[src/rtl/clock_set_ctrl_pkg.sv]
// Shared definitions for the clock set-mode controller: FSM encoding,
// edit-field codes and time-field limits.
package clock_set_ctrl_pkg;

  typedef enum logic [2:0] {
    ST_RUN      = 3'd0,
    ST_SET_HOUR = 3'd1,
    ST_SET_MIN  = 3'd2,
    ST_SET_SEC  = 3'd3,
    ST_COMMIT   = 3'd4
  } state_e;

  localparam logic [1:0] FIELD_NONE = 2'd0;
  localparam logic [1:0] FIELD_HOUR = 2'd1;
  localparam logic [1:0] FIELD_MIN  = 2'd2;
  localparam logic [1:0] FIELD_SEC  = 2'd3;

  localparam logic [7:0] HOUR_MAX = 8'd23;
  localparam logic [7:0] MIN_MAX  = 8'd59;
  localparam logic [7:0] SEC_MAX  = 8'd59;

  function automatic logic [1:0] field_of(input state_e s);
    logic [1:0] f;
    case (s)
      ST_SET_HOUR: f = FIELD_HOUR;
      ST_SET_MIN:  f = FIELD_MIN;
      ST_SET_SEC:  f = FIELD_SEC;
      default:     f = FIELD_NONE;
    endcase
    return f;
  endfunction

  function automatic logic is_set_state(input state_e s);
    logic r;
    case (s)
      ST_SET_HOUR, ST_SET_MIN, ST_SET_SEC: r = 1'b1;
      default:                             r = 1'b0;
    endcase
    return r;
  endfunction

endpackage

[src/rtl/clock_set_ctrl_wrap_inc.sv]
// Increment-with-wrap for one time field: values at or above the limit
// roll over to zero, so an out-of-range shadow value self-corrects.
module wrap_inc (
  input  logic [7:0] value_i,
  input  logic [7:0] limit_i,
  output logic [7:0] next_o
);

  always_comb begin
    if (value_i >= limit_i) begin
      next_o = 8'd0;
    end else begin
      next_o = value_i + 8'd1;
    end
  end

endmodule

[src/rtl/clock_set_ctrl.sv]
// Set-mode controller for a HH:MM:SS clock: freezes the time counter while
// the user edits shadow fields, then loads them back in one cycle.
module clock_set_ctrl
  import clock_set_ctrl_pkg::*;
#(
  parameter int unsigned TIMEOUT_S = 30
) (
  input  logic       clk,
  input  logic       resetn,
  input  logic       tick_1hz,
  input  logic       btn_mode,
  input  logic       btn_inc,
  input  logic [7:0] cur_hour,
  input  logic [7:0] cur_min,
  input  logic [7:0] cur_sec,
  output logic       cnt_en,
  output logic       load,
  output logic [7:0] set_hour,
  output logic [7:0] set_min,
  output logic [7:0] set_sec,
  output logic [1:0] edit_field,
  output logic       blink
);

  localparam logic [6:0] TMO_LIMIT = 7'(TIMEOUT_S);

  state_e     state_q, state_d;
  logic [5:0] tmo_cnt_q, tmo_cnt_d;
  logic [7:0] set_hour_q, set_hour_d;
  logic [7:0] set_min_q, set_min_d;
  logic [7:0] set_sec_q, set_sec_d;
  logic       load_q, load_d;
  logic       blink_q, blink_d;
  logic [1:0] edit_field_q, edit_field_d;

  logic [7:0] hour_inc_s, min_inc_s, sec_inc_s;
  logic       btn_any_s;
  logic       timeout_s;

  wrap_inc u_inc_hour (.value_i(set_hour_q), .limit_i(HOUR_MAX), .next_o(hour_inc_s));
  wrap_inc u_inc_min  (.value_i(set_min_q),  .limit_i(MIN_MAX),  .next_o(min_inc_s));
  wrap_inc u_inc_sec  (.value_i(set_sec_q),  .limit_i(SEC_MAX),  .next_o(sec_inc_s));

  // A button in the same cycle as the final tick wins; no timeout then.
  assign btn_any_s = btn_mode | btn_inc;
  assign timeout_s = tick_1hz & ~btn_any_s &
                     (({1'b0, tmo_cnt_q} + 7'd1) >= TMO_LIMIT);

  assign cnt_en = resetn & tick_1hz & (state_q == ST_RUN);

  always_comb begin
    state_d    = state_q;
    set_hour_d = set_hour_q;
    set_min_d  = set_min_q;
    set_sec_d  = set_sec_q;
    case (state_q)
      ST_RUN: begin
        if (btn_mode) begin
          set_hour_d = cur_hour;
          set_min_d  = cur_min;
          set_sec_d  = cur_sec;
          state_d    = ST_SET_HOUR;
        end else begin
          state_d = ST_RUN;
        end
      end
      ST_SET_HOUR: begin
        if (btn_mode) begin
          state_d = ST_SET_MIN;
        end else if (btn_inc) begin
          set_hour_d = hour_inc_s;
        end else if (timeout_s) begin
          state_d = ST_RUN;
        end else begin
          state_d = ST_SET_HOUR;
        end
      end
      ST_SET_MIN: begin
        if (btn_mode) begin
          state_d = ST_SET_SEC;
        end else if (btn_inc) begin
          set_min_d = min_inc_s;
        end else if (timeout_s) begin
          state_d = ST_RUN;
        end else begin
          state_d = ST_SET_MIN;
        end
      end
      ST_SET_SEC: begin
        if (btn_mode) begin
          state_d = ST_COMMIT;
        end else if (btn_inc) begin
          set_sec_d = sec_inc_s;
        end else if (timeout_s) begin
          state_d = ST_RUN;
        end else begin
          state_d = ST_SET_SEC;
        end
      end
      ST_COMMIT: state_d = ST_RUN;
      default:   state_d = ST_RUN;
    endcase
  end

  // Inactivity counter only advances on idle ticks inside the edit states.
  always_comb begin
    tmo_cnt_d = tmo_cnt_q;
    if (!is_set_state(state_q) || !is_set_state(state_d)) begin
      tmo_cnt_d = 6'd0;
    end else if (btn_any_s) begin
      tmo_cnt_d = 6'd0;
    end else if (tick_1hz) begin
      tmo_cnt_d = tmo_cnt_q + 6'd1;
    end else begin
      tmo_cnt_d = tmo_cnt_q;
    end
  end

  // Registered outputs are computed from the next state so they track state_q.
  always_comb begin
    load_d       = (state_d == ST_COMMIT);
    edit_field_d = field_of(state_d);
    blink_d      = blink_q;
    if (!is_set_state(state_d)) begin
      blink_d = 1'b0;
    end else if (state_q == ST_RUN) begin
      blink_d = 1'b1;
    end else if (tick_1hz) begin
      blink_d = ~blink_q;
    end else begin
      blink_d = blink_q;
    end
  end

  always_ff @(posedge clk or negedge resetn) begin
    if (!resetn) begin
      state_q      <= ST_RUN;
      tmo_cnt_q    <= 6'd0;
      set_hour_q   <= 8'd0;
      set_min_q    <= 8'd0;
      set_sec_q    <= 8'd0;
      load_q       <= 1'b0;
      blink_q      <= 1'b0;
      edit_field_q <= FIELD_NONE;
    end else begin
      state_q      <= state_d;
      tmo_cnt_q    <= tmo_cnt_d;
      set_hour_q   <= set_hour_d;
      set_min_q    <= set_min_d;
      set_sec_q    <= set_sec_d;
      load_q       <= load_d;
      blink_q      <= blink_d;
      edit_field_q <= edit_field_d;
    end
  end

  assign load       = load_q;
  assign blink      = blink_q;
  assign edit_field = edit_field_q;
  assign set_hour   = set_hour_q;
  assign set_min    = set_min_q;
  assign set_sec    = set_sec_q;

endmodule

[config.mk]
export PLATFORM = sky130hd
export DESIGN_NAME = clock_set_ctrl
export DESIGN_NICKNAME = d
export VERILOG_FILES = /design/src/rtl/clock_set_ctrl_pkg.sv /design/src/rtl/clock_set_ctrl_wrap_inc.sv /design/src/rtl/clock_set_ctrl.sv
export SDC_FILE = /design/constraint.sdc
export NUM_CORES = 1
export LEC_CHECK = 0
export CAP_MARGIN = 5
export CORE_MARGIN = 1
export CORE_UTILIZATION = 48
export CTS_CLUSTER_DIAMETER = 40
export DETAILED_ROUTE_END_ITERATION = 16
export GPL_ROUTABILITY_DRIVEN = 0
export PLACE_DENSITY_LB_ADDON = 0.08
export SLEW_MARGIN = 15
export SYNTH_ARGS = -nofsm -noshare
export SYNTH_HDL_FRONTEND = slang
export SYNTH_SLANG_ARGS = --single-unit
export TNS_END_PERCENT = 5
[constraint.sdc]
create_clock -name clk -period 2.3 [get_ports clk]
set_clock_uncertainty 0.05 [all_clocks]
set_input_delay 0.46 -clock clk [delete_from_list [all_inputs] [get_ports clk]]
set_output_delay 0.46 -clock clk [all_outputs]
set_load 0.005 [all_outputs]
==> impl_metrics.toml <==
[outcome]
status = "complete, no violations"

[yosys]
ys_async_sr_fraction = 1.00
synth_xor_area_frac = 0.0212
syn-cell-area_um2 = 2060
ys_ff_latch = 37
synthTopCellsByArea = "dfrtp_1, o21ai_0, nand2_1, a21oi_1, nor2_1"
synthAdderAreaFrac = 0.0303
ys_seq_area_frac = 0.449
syn_nets = 272
muxShareOfSynthArea = 0.0249
synth-simple-area-share = 0.242
ys_warn_count = 0
synth_cell_type_count = 44
synth-compound-area-share = 0.191
synth-edff-count = 0
synth_top_area_cell = "dfrtp_1"
netlist.area_leader.share = 0.449
synthCells = 238
synth_area_per_cell_um2 = 8.66
synth_ff_type = "dfrtp_1"
synth_top_family_by_area = "simple AND/OR/NAND/NOR gates"

[cells_and_area]
layout.nets = 335
final_cells = 352
drive_above_1_share = 0.0861
area_delta_synth_final_pct = 37.0
final_core_util = 0.696
n_antenna_cell = 0
final_cell_area_um2 = 2830

[power]
power_leakage_nw = 1.22
total_power_mw = 3.05
powerDensity_nw_per_um2 = 1080
vdd_drop_max_mv = 0.568

[timing]
fin_tns_setup_ns = 0
hold_viol = 0
fin_ws_ns = 0.0835
max_freq_mhz = 451
setup_violations = 0
fin_hold_ws_ns = 0.215
fin_crit_ns = 2.22
period_share = 0.964
max_slew.worst_pin.slew_ns = 0.556
relSlewSlack = 0.629
report.final.slew_viol_count = 0

[global_routing]
antenna_found_initial = 0
grt_pass1_wl_mm = 8.14
grt_pass1_vias = 1840
grt_overflow_total = 0
grt_max_degree = 38
gr-usage-all-layers = 0.240

[setup_path]
crit_buf_inv = 1
worst-path-max-fanout = 5
crit_family = "buffers and inverters"
worstPathCellList = "nor3_2 > and3_1 > clkdlybuf4s50_1"
rrSetupSlack_ns = 0.23
reg2regPathDepth = 6
cp-end-kind = "primary output"
crit_end = "cnt_en"
cpPeakStageDelay_ns = 0.50
worstPathArrival_ns = 1.71
startpoint = "state_q[2]"
cp_num_cells = 3
crit_slowest_cell = "clkdlybuf4s50_1"
reg2reg_to = "set_sec[2]"
required_ns = 1.79
crit_path_start_kind = "register"
critPathKind = "register to primary output"
r2r-start = "set_sec[0]"

[die]
start_util = 0.508
coreArea_um2 = 4060
die_area_um2 = 4560
pin_count = 58
die_h_um = 67.5
dieWidth_um = 67.5
num_rows = 23

[min_path]
hp-class = "input port to asynchronous set/reset pin"

[detailed_routing]
firstDrtPassIters = 4
antenna_left = 0
post_drt_via_cell_ratio = 5.59
drc = 0
wl_per_cell_um = 14.3
drt_iter0_drc = 141
vias = 1968
drt-total-wl_mm = 5.04

[placed_design]
dp.cells = 344
pre_cts_slack_ns = 0.0132
port_buffers = 57
place_area_um2 = 2720
dp_hpwl_mm = 3.60

[clock_tree]
cts_hold_buf = 0
h-tree-depth = 2
post_cts_resized = 0
cts_buffer_depth = 2
cts_sinks = 37
root_buffer = "clkbuf_8"
clock_latency_ns = 0.29
cts_buffers = 5
postCtsSetupBuffers = 0
cts_tree = "done"
clk_pin_slew_ns = 0.07

[job]
cap_violations = 0
[per-layer routing]
layer / track usage / wire length, um / share of wire / vias to the layer above
met2: 0.391 / 2530 / 0.50 / 51
met3: 0.0608 / 206 / 0.041 / 5
met1: 0.303 / 2250 / 0.45 / 940
met4: 0.0904 / 42 / 0.0083 / 0
met5: 0 / 0 / 0 / -
li1: - / - / - / 972
[how the worst min path moves through the flow]
stage,from,end,depth (start not counted)
2_1_floorplan,resetn,blink,0
3_3_place_gp,set_sec[6],set_sec[6],2
3_5_place_dp,set_hour[7],set_hour[7],2
4_1_cts,resetn,set_min[5],2
5_1_grt,resetn,set_sec[4],2
6_report,resetn,set_sec[4],2
[state kept, by name, summed over array words and instances (netlist names)]
register    flops
blink           1
edit_field      2
load            1
set_hour        8
set_min         8
set_sec         8
state_q         3
tmo_cnt_q       6
[layout make-up]
cell class | instances | area (um2)
fillers | 338 | 1230
multi-input cells | 180 | 1050
flip-flops and latches | 37 | 926
repair buffers | 68 | 648
clock buffers | 7 | 96.3
well taps | 50 | 62.6
inverters | 9 | 33.8
clock inverters | 1 | 5.00
[cells by family (layout without fill, tap and decap cells)]
logic type	after synthesis	after routing
compound gates	65	65
mux	5	5
xor+xnor	5	5
simple gates	100	100
flops	37	37
fa+ha+maj	5	5
buf+inv	21	85
[placed cells by master, fill, tap and decap left out, types with 6 or more instances in the layout]
master,n
o21ai_0,23
nor2b_1,6
nor2_1,21
buf_4,11
clkbuf_8,7
nand2_1,29
inv_1,9
dfrtp_1,37
clkdlybuf4s50_1,56
nor3_1,10
a21oi_1,19
nand3_1,13
[synthesized netlist by cell type (3+ instances only)]
library cell  count
clkbuf_1         10
xor2_1            4
nor2b_1           6
inv_1             9
dfrtp_1          37
nand2_1          29
nand2b_1          3
nor3_1           11
mux2i_1           4
ha_1              5
a21oi_1          19
a31oi_1           5
nand3_1          13
o21ai_0          23
nor2_1           21
[where the power goes]
| part | total, mW | internal (mW) | switching, mW |
|---|---|---|---|
| clock | 0.502 | 0.271 | 0.231 |
| sequential | 1.16 | 0.892 | 0.272 |
| combinational | 1.39 | 0.769 | 0.617 |
| total | 3.05 | 1.93 | 1.12 |
Power figures use the tool's default switching activity.
